===== src/rtl/fwd_hazard_ctrl.sv =====
// EX-stage forwarding select and load-use stall/bubble controller with private pipeline shadows.
// Define FWD_STATS_EN to add the stall_cnt / fwd_cnt statistics outputs.
module fwd_hazard_ctrl #(
    parameter int REG_ADDR_W = 5,
    parameter int NUM_REGS   = 32
) (
    input  logic                  clk,
    input  logic                  rst,
    input  logic                  id_valid,
    input  logic [REG_ADDR_W-1:0] id_rs1,
    input  logic [REG_ADDR_W-1:0] id_rs2,
    input  logic                  id_use_rs1,
    input  logic                  id_use_rs2,
    input  logic [REG_ADDR_W-1:0] id_rd,
    input  logic                  id_regwrite,
    input  logic                  id_memread,
    input  logic                  flush,
    output logic [1:0]            forward_a,
    output logic [1:0]            forward_b,
    output logic                  stall,
    output logic                  bubble
`ifdef FWD_STATS_EN
    ,
    output logic [31:0]           stall_cnt,
    output logic [31:0]           fwd_cnt
`endif
);

    typedef enum logic [0:0] {
        ST_RUN  = 1'b0,
        ST_HOLD = 1'b1
    } state_t;

    localparam logic [REG_ADDR_W:0]   REG_LIMIT = (REG_ADDR_W + 1)'(NUM_REGS);
    localparam logic [REG_ADDR_W-1:0] REG_ZERO  = {REG_ADDR_W{1'b0}};

    state_t                  state_r, state_nxt_s;

    logic                    idex_valid_r, idex_use1_r, idex_use2_r;
    logic                    idex_regwrite_r, idex_memread_r;
    logic [REG_ADDR_W-1:0]   idex_rs1_r, idex_rs2_r, idex_rd_r;
    logic                    exmem_valid_r, exmem_regwrite_r, exmem_memread_r;
    logic [REG_ADDR_W-1:0]   exmem_rd_r;
    logic                    memwb_valid_r, memwb_regwrite_r;
    logic [REG_ADDR_W-1:0]   memwb_rd_r;
    logic                    hazard_s;

    // x0 and indices beyond the architectural file never carry forwarded data
    function automatic logic reg_live(input logic [REG_ADDR_W-1:0] r);
        return (r != REG_ZERO) && ({1'b0, r} < REG_LIMIT);
    endfunction

    function automatic logic [1:0] fwd_sel(input logic use_src, input logic [REG_ADDR_W-1:0] src);
        logic [1:0] sel;
        sel = 2'b00;
        if (idex_valid_r && use_src && reg_live(src)) begin
            if (exmem_valid_r && exmem_regwrite_r && !exmem_memread_r && (exmem_rd_r == src)) begin
                sel = 2'b10;
            end else if (memwb_valid_r && memwb_regwrite_r && (memwb_rd_r == src)) begin
                sel = 2'b01;
            end else begin
                sel = 2'b00;
            end
        end else begin
            sel = 2'b00;
        end
        return sel;
    endfunction

    // Operand selects for the instruction currently in EX
    always_comb begin
        forward_a = fwd_sel(idex_use1_r, idex_rs1_r);
        forward_b = fwd_sel(idex_use2_r, idex_rs2_r);
    end

    // Consumer in decode reads the destination of a load sitting in ID/EX
    always_comb begin
        hazard_s = id_valid && idex_valid_r && idex_memread_r && (idex_rd_r != REG_ZERO) &&
                   ((id_use_rs1 && (id_rs1 == idex_rd_r)) || (id_use_rs2 && (id_rs2 == idex_rd_r)));
    end

    // Load-use next state and stall/bubble decode
    always_comb begin
        state_nxt_s = ST_RUN;
        stall       = 1'b0;
        bubble      = 1'b0;
        case (state_r)
            ST_RUN: begin
                if (hazard_s && !flush) begin
                    stall       = 1'b1;
                    bubble      = 1'b1;
                    state_nxt_s = ST_HOLD;
                end else begin
                    state_nxt_s = ST_RUN;
                end
            end
            ST_HOLD: state_nxt_s = ST_RUN;
            default: state_nxt_s = ST_RUN;
        endcase
    end

    // Load-use state register
    always_ff @(posedge clk) begin
        if (rst) begin
            state_r <= ST_RUN;
        end else begin
            state_r <= state_nxt_s;
        end
    end

    // Destination-register shadows advance one stage per cycle
    always_ff @(posedge clk) begin
        if (rst) begin
            idex_valid_r     <= 1'b0;
            idex_use1_r      <= 1'b0;
            idex_use2_r      <= 1'b0;
            idex_regwrite_r  <= 1'b0;
            idex_memread_r   <= 1'b0;
            idex_rs1_r       <= REG_ZERO;
            idex_rs2_r       <= REG_ZERO;
            idex_rd_r        <= REG_ZERO;
            exmem_valid_r    <= 1'b0;
            exmem_regwrite_r <= 1'b0;
            exmem_memread_r  <= 1'b0;
            exmem_rd_r       <= REG_ZERO;
            memwb_valid_r    <= 1'b0;
            memwb_regwrite_r <= 1'b0;
            memwb_rd_r       <= REG_ZERO;
        end else begin
            memwb_valid_r    <= exmem_valid_r;
            memwb_regwrite_r <= exmem_regwrite_r;
            memwb_rd_r       <= exmem_rd_r;
            exmem_valid_r    <= idex_valid_r;
            exmem_regwrite_r <= idex_regwrite_r;
            exmem_memread_r  <= idex_memread_r;
            exmem_rd_r       <= idex_rd_r;
            if (id_valid && !stall && !flush) begin
                idex_valid_r    <= 1'b1;
                idex_use1_r     <= id_use_rs1;
                idex_use2_r     <= id_use_rs2;
                idex_regwrite_r <= id_regwrite;
                idex_memread_r  <= id_memread;
                idex_rs1_r      <= id_rs1;
                idex_rs2_r      <= id_rs2;
                idex_rd_r       <= id_rd;
            end else begin
                idex_valid_r    <= 1'b0;
            end
        end
    end

`ifdef FWD_STATS_EN
    logic [1:0] fwd_inc_s;

    // Number of operands forwarded this cycle
    always_comb begin
        fwd_inc_s = {1'b0, (forward_a != 2'b00)} + {1'b0, (forward_b != 2'b00)};
    end

    // Free-running statistics, wrapping at 2^32
    always_ff @(posedge clk) begin
        if (rst) begin
            stall_cnt <= 32'd0;
            fwd_cnt   <= 32'd0;
        end else begin
            stall_cnt <= stall_cnt + {31'd0, stall};
            fwd_cnt   <= fwd_cnt + {30'd0, fwd_inc_s};
        end
    end
`endif

endmodule


===== config.mk =====
export PLATFORM = sky130hd
export DESIGN_NAME = fwd_hazard_ctrl
export DESIGN_NICKNAME = d
export VERILOG_FILES = /design/src/rtl/fwd_hazard_ctrl.sv
export SDC_FILE = /design/constraint.sdc
export NUM_CORES = 1
export LEC_CHECK = 0
export CORE_MARGIN = 1
export CORE_UTILIZATION = 54
export CTS_CLUSTER_SIZE = 24
export DETAILED_ROUTE_END_ITERATION = 10
export PLACE_DENSITY = 0.79
export RECOVER_POWER = 25
export SKIP_CTS_REPAIR_TIMING = 1
export SLEW_MARGIN = 20
export SYNTH_ARGS = -nofsm -noshare
export SYNTH_HDL_FRONTEND = slang
export SYNTH_SLANG_ARGS = --single-unit

===== constraint.sdc =====
create_clock -name clk -period 2.1 [get_ports clk]
set_clock_uncertainty 0.2 [all_clocks]
set_input_delay 0.21 -clock clk [delete_from_list [all_inputs] [get_ports clk]]
set_output_delay 0.21 -clock clk [all_outputs]
set_load 0.005 [all_outputs]

* Yosys cells after proc, flatten, opt, wreduce, memory -nomap -nowiden *
Cells that the tools add are included.

word-level totals
  bits in registers = 36
  input port bits = 23
  logic and storage cells = 60

cells by class
  equality and inequality tests = 6
  bitwise operators = 1
  multiplexer cells = 10
  reduce and logical (&&, ||, !) cells = 27

operators by type and width
  kind               count
  $eq 5x5->1         6
  $logic_and 1x1->1  20
  $reduce_bool 5->1  3
  $mux 2             4
  $mux 1             5
  $logic_not 1->1    3
  $pmux 1 s2         1
  $logic_or 1x1->1   1
  $not 1->1          1

* Longest topological paths before layout *
  depth after elaboration = 11
  gate-level depth with buffers = 7

* Least setup slack after synthesis *
OpenSTA, ideal clock, no wires.

  kind = register to output
  start = register idex_rd_r[1]
  end = output port stall
  stages on the path, launching flop included = 7
  arrival time = 1.464 ns
  setup slack = 0.226 ns
  data required time = 1.690 ns
  cells stage by stage = dfxtp_1 or4_1 nor2_2 nor2_2 buf_6 and2_4 buf_4

on the way
  longest elaborated chain between the ends = 7
  elaborated cells between the ends (all ways) = 11

ends and longest elaborated chain
  what                      RTL line  RTL
  start: declaration        41        logic [REG_ADDR_W-1:0] idex_rs1_r, idex_rs2_r, idex_rd_r;
  start signal: assignment  145       idex_rd_r <= id_rd;
  $eq 5x5->1                79        ((id_use_rs1 && (id_rs1 == idex_rd_r)) || (id_use_rs2 && (id_rs2 == idex_rd_r)));
  $logic_and 1x1->1         79
  $logic_or 1x1->1          79
  $logic_and 1x1->1 (*)     78        hazard_s = id_valid && idex_valid_r && idex_memread_r && (idex_rd_r != REG_ZERO) &&
  $logic_and 1x1->1 (*)     89        if (hazard_s && !flush) begin
  $mux 1 (*) (2 in a row)   -
  end: declaration          20        output logic stall,

Mark *: on every way between the ends. The rest lies on a longest branch, timed or not.

* Worst setup path after layout *
  start = register idex_rs1_r[3]
  end = output port forward_a[1]

on the way
  longest elaborated chain between the ends = 4
  elaborated cells between the ends (all ways) = 6

ends and longest elaborated chain
  what                      RTL line  RTL
  start: declaration        41
  start signal: assignment  143       idex_rs1_r <= id_rs1;
  $eq 5x5->1                57        if (exmem_valid_r && exmem_regwrite_r && !exmem_memread_r && (exmem_rd_r == src)) begin
  $logic_and 1x1->1         57
  $mux 2                    57
  $mux 2 (*)                56        if (idex_valid_r && use_src && reg_live(src)) begin
  end: declaration          18        output logic [1:0] forward_a,

Marked as above.

==> summary.md <==
| Metric | Value |
|---|---|
| Status | complete, but fails checks |
| Failing checks | setup timing |
| Final setup viols | 3 |
| Worst Max-Slew Pin Slew | about 900 ps |
| Met1 usage | 0.380 |
| Setup TNS | -122 ps |
| Fin crit period | around 2200 ps |
| Startpoint Class | flop |
| WS Path Type | flop to output pin |
| Detail-routed via count per cell | 6.02 |
| Critical path depth | 5 |
| Area post-placement | approximately 2600 um2 |
| Slew Limit Fails | 0 |
| Top_reg_cell synth | dfxtp_1 |
| DP Cell Count | between 300 and 400 |
| Initial antenna violation count | 0 |
| Final #Nets | 310 |
| Achievable frequency | between 400 and 500 MHz |
| Setup WS post-layout | -52.6 ps |
| Syn Nets | 250 |
| Antenna cells | 0 |
| P_leak | between 0.001 and 0.0015 uW |
| Clock Latency Late Sink | ~290 ps |
| Cell Rows | 22 |
| CTS tree | built |
| Routed len/inst | about 18 um |
| Dominant cell by count in the synthesized netlist | nand2_1 |
| Post-synth top area cell | dfxtp_1 |
| Total Power | around 1800 uW |
| Area share of the largest cell type after synthesis | 0.348 |
| WHS Path Cells | 1 |
| Clock Tree Root | clkbuf_8 |
| Die height | between 60 and 70 um |
| Distinct cells, synth | 27 |
| Area Growth Syn to Fin | 35.2% |
| Vias in the first global route | roughly 1900 |
| DR DRC count | 0 |
| Final-layout fill cell count | 258 |
| Critical path's top delay family | simple AND/OR/NAND/NOR gates |
| First-pass iteration count of the detailed router | 6 |
| Met3 Use GR | 0.0554 |
| IO Port Bufs | 28 |
| Max-Cap Viols | 0 |
| Via count | ~2000 |
| WP data arrival | 1740 ps |
| CP max stage cell | or4_4 |
| GRT overflow | 0 |
| Number of synthesized flops with an enable pin | 0 |
| GRT Max-Usage Layer | met2 |
| Worst EP required | roughly 1700 ps |
| Total GRT Usage | 0.296 |
| Routed Antenna Nets | 0 |
| CTS Sinks | 36 |
| Starting Density | 0.566 |
| Routed WL | slightly below 6000 um |
| Power per cell area | 635 nW/um2 |
| Core area | between 3000 and 4000 um2 |
| Reg2Reg Depth | 7 |
| Syn_area_per_cell | 9.12 um2 |
| Cell Chain, Critical Path | buf_6 > or4_4 > o211ai_1 > nor4_2 > buf_2 |
| Warning count from the yosys run | 0 |
| Number of buffers created by CTS | 5 |
| RSZ-0062 raised after global routing | yes |
| CTS H-tree lvls | 2 |
| Synth Register Bits | 36 |
| Final Hold Fails | 0 |
| CP endpoint kind | output pin |
| Clk buf depth | 2 |
| Final instance area | around 2800 um2 |
| Slew HR | 0.397 |
| Dpl ws | -255 ps |
| Boundary pin count | 29 |
| DRT iter0 DRCs | 204 |
| Die area | about 4100 um2 |
| Synth top area cells | dfxtp_1, o221ai_2, a2bb2oi_1 |
| Post-Synthesis Cell Area | between 2000 and 2500 um2 |
| Worst path bufs/invs | 2 |
| Reg clk slew, reported paths | approximately 70 ps |
| Ratio of cells with drive above 1 in the final layout | 0.313 |
| Async SR Flop Fraction | 0 |
| Final critical-path share of the clock period | 1.03 |
| GR Util met2 | 0.501 |
| Max FO, Critical Path | 3 |
| Seq/Total Area, Yosys | 0.348 |
| Post-Layout Cell Count | 336 |
| Worst VDD drop | roughly 0.00039 V |
| Dpl hpwl | approximately 3800 um |
| Die X | 63.9 um |
| First-pass GRT wire length | approximately 9200 um |
| Largest net degree at the start of global routing | 39 |
| Slowest Stage Delay on Critical Path | around 500 ps |
| Path category of the worst min-delay check | flop to flop |
| Gate Count Post-Synth | around 230 |
| Post-synth top cells | nand2_1, dfxtp_1, nand3_1 |
| Gp weighted congestion | approximately 0.84 |
[worst register-to-register path, cell delays in order, from the launching register on]
cell and delay (ps):
dfxtp_4 370, or4_4 550, nor2_4 140, buf_4 110, nor3_1 40, buf_4 190, nand3_1 110, o221ai_2 90
[final timing paths]
path,from,endpoint,slack (ps)
worst max register to register,idex_rd_r[2],idex_rs1_r[1],160
worst min-delay path,exmem_valid_r,memwb_valid_r,270
worst min register to register,exmem_valid_r,memwb_valid_r,270
worst max-delay path,idex_rs1_r[3],forward_a[1],-50
[cells by family (layout without fill, tap and decap cells)]
kind of cell / Yosys count / after routing / share of synthesized area
buffers and inverters: 18 / 79 / 0.0471
and+or+nand+nor: 102 / 102 / 0.250
AOI/OAI and AO/OA: 41 / 41 / 0.228
xor gates and xnor gates: 30 / 30 / 0.127
DFF: 36 / 36 / 0.348
[final cells by class]
class	count	area [um2]	area share
clock buffers	6	72.6	0.0259
well taps	48	60.1	0.0215
inverters	1	3.75	0.00134
flip-flops and latches	36	738	0.264
repair buffers	70	579	0.207
multi-input cells	173	1310	0.468
clock inverters	2	35.0	0.0125
[per-layer routing]
metal / wire length (um) / up-vias
met1: 2500 / 985
li1: - / 938
met2: 2970 / 84
met4: 138 / 0
met3: 301 / 16
met5: 0 / -
[cells in the final DEF, fill, tap and decap left out]
cell and instances:
dfxtp_4 4, clkbuf_8 5, clkdlybuf4s50_1 21, bufinv_16 1, buf_4 36, xor2_1 12
o22ai_4 1, nor2_1 3, buf_2 2, nand4_1 4, nor4b_1 1, nand3b_1 1
nor3_4 1, o221ai_2 19, clkinv_2 1, nand2_1 41, dfxtp_1 30, o211ai_1 2
clkbuf_1 3, nor2b_1 16, clkbuf_2 3, or4_4 4, nor3_2 1, dfxtp_2 2
a2bb2oi_1 19, and2_4 1, xnor2_1 18, buf_6 5, nor4_2 2, inv_1 1
nor4_1 1, dlygate4sd3_1 1, nor3_1 2, nor2_2 1, nand3_1 20, nand2b_1 1
nor2_4 1, nand4b_1 1
[state kept, by name (all words and copies together) (netlist names)]
register	count
exmem_rd_r	5
idex_rd_r	5
idex_rs1_r	5
idex_rs2_r	5
memwb_rd_r	5
exmem_memread_r	1
exmem_regwrite_r	1
exmem_valid_r	1
idex_memread_r	1
idex_regwrite_r	1
idex_use1_r	1
idex_use2_r	1
idex_valid_r	1
memwb_regwrite_r	1
memwb_valid_r	1
state_r	1
[report_power, final]
group | switching (uW) | internal [uW]
sequential | 54.8 | 726
clock | 260 | 352
combinational | 173 | 211
total | 488 | 1290
[per-stage QoR]
| step | utilization | hold slack (ps) |
|---|---|---|
| after floorplan | - | 201 |
| after global placement | 0.700 | 264 |
| after detailed placement | 0.700 | 266 |
| after CTS | 0.730 | 277 |
| after global routing | 0.765 | 297 |
| final | 0.765 | 274 |
Power figures use the tool's default switching activity.
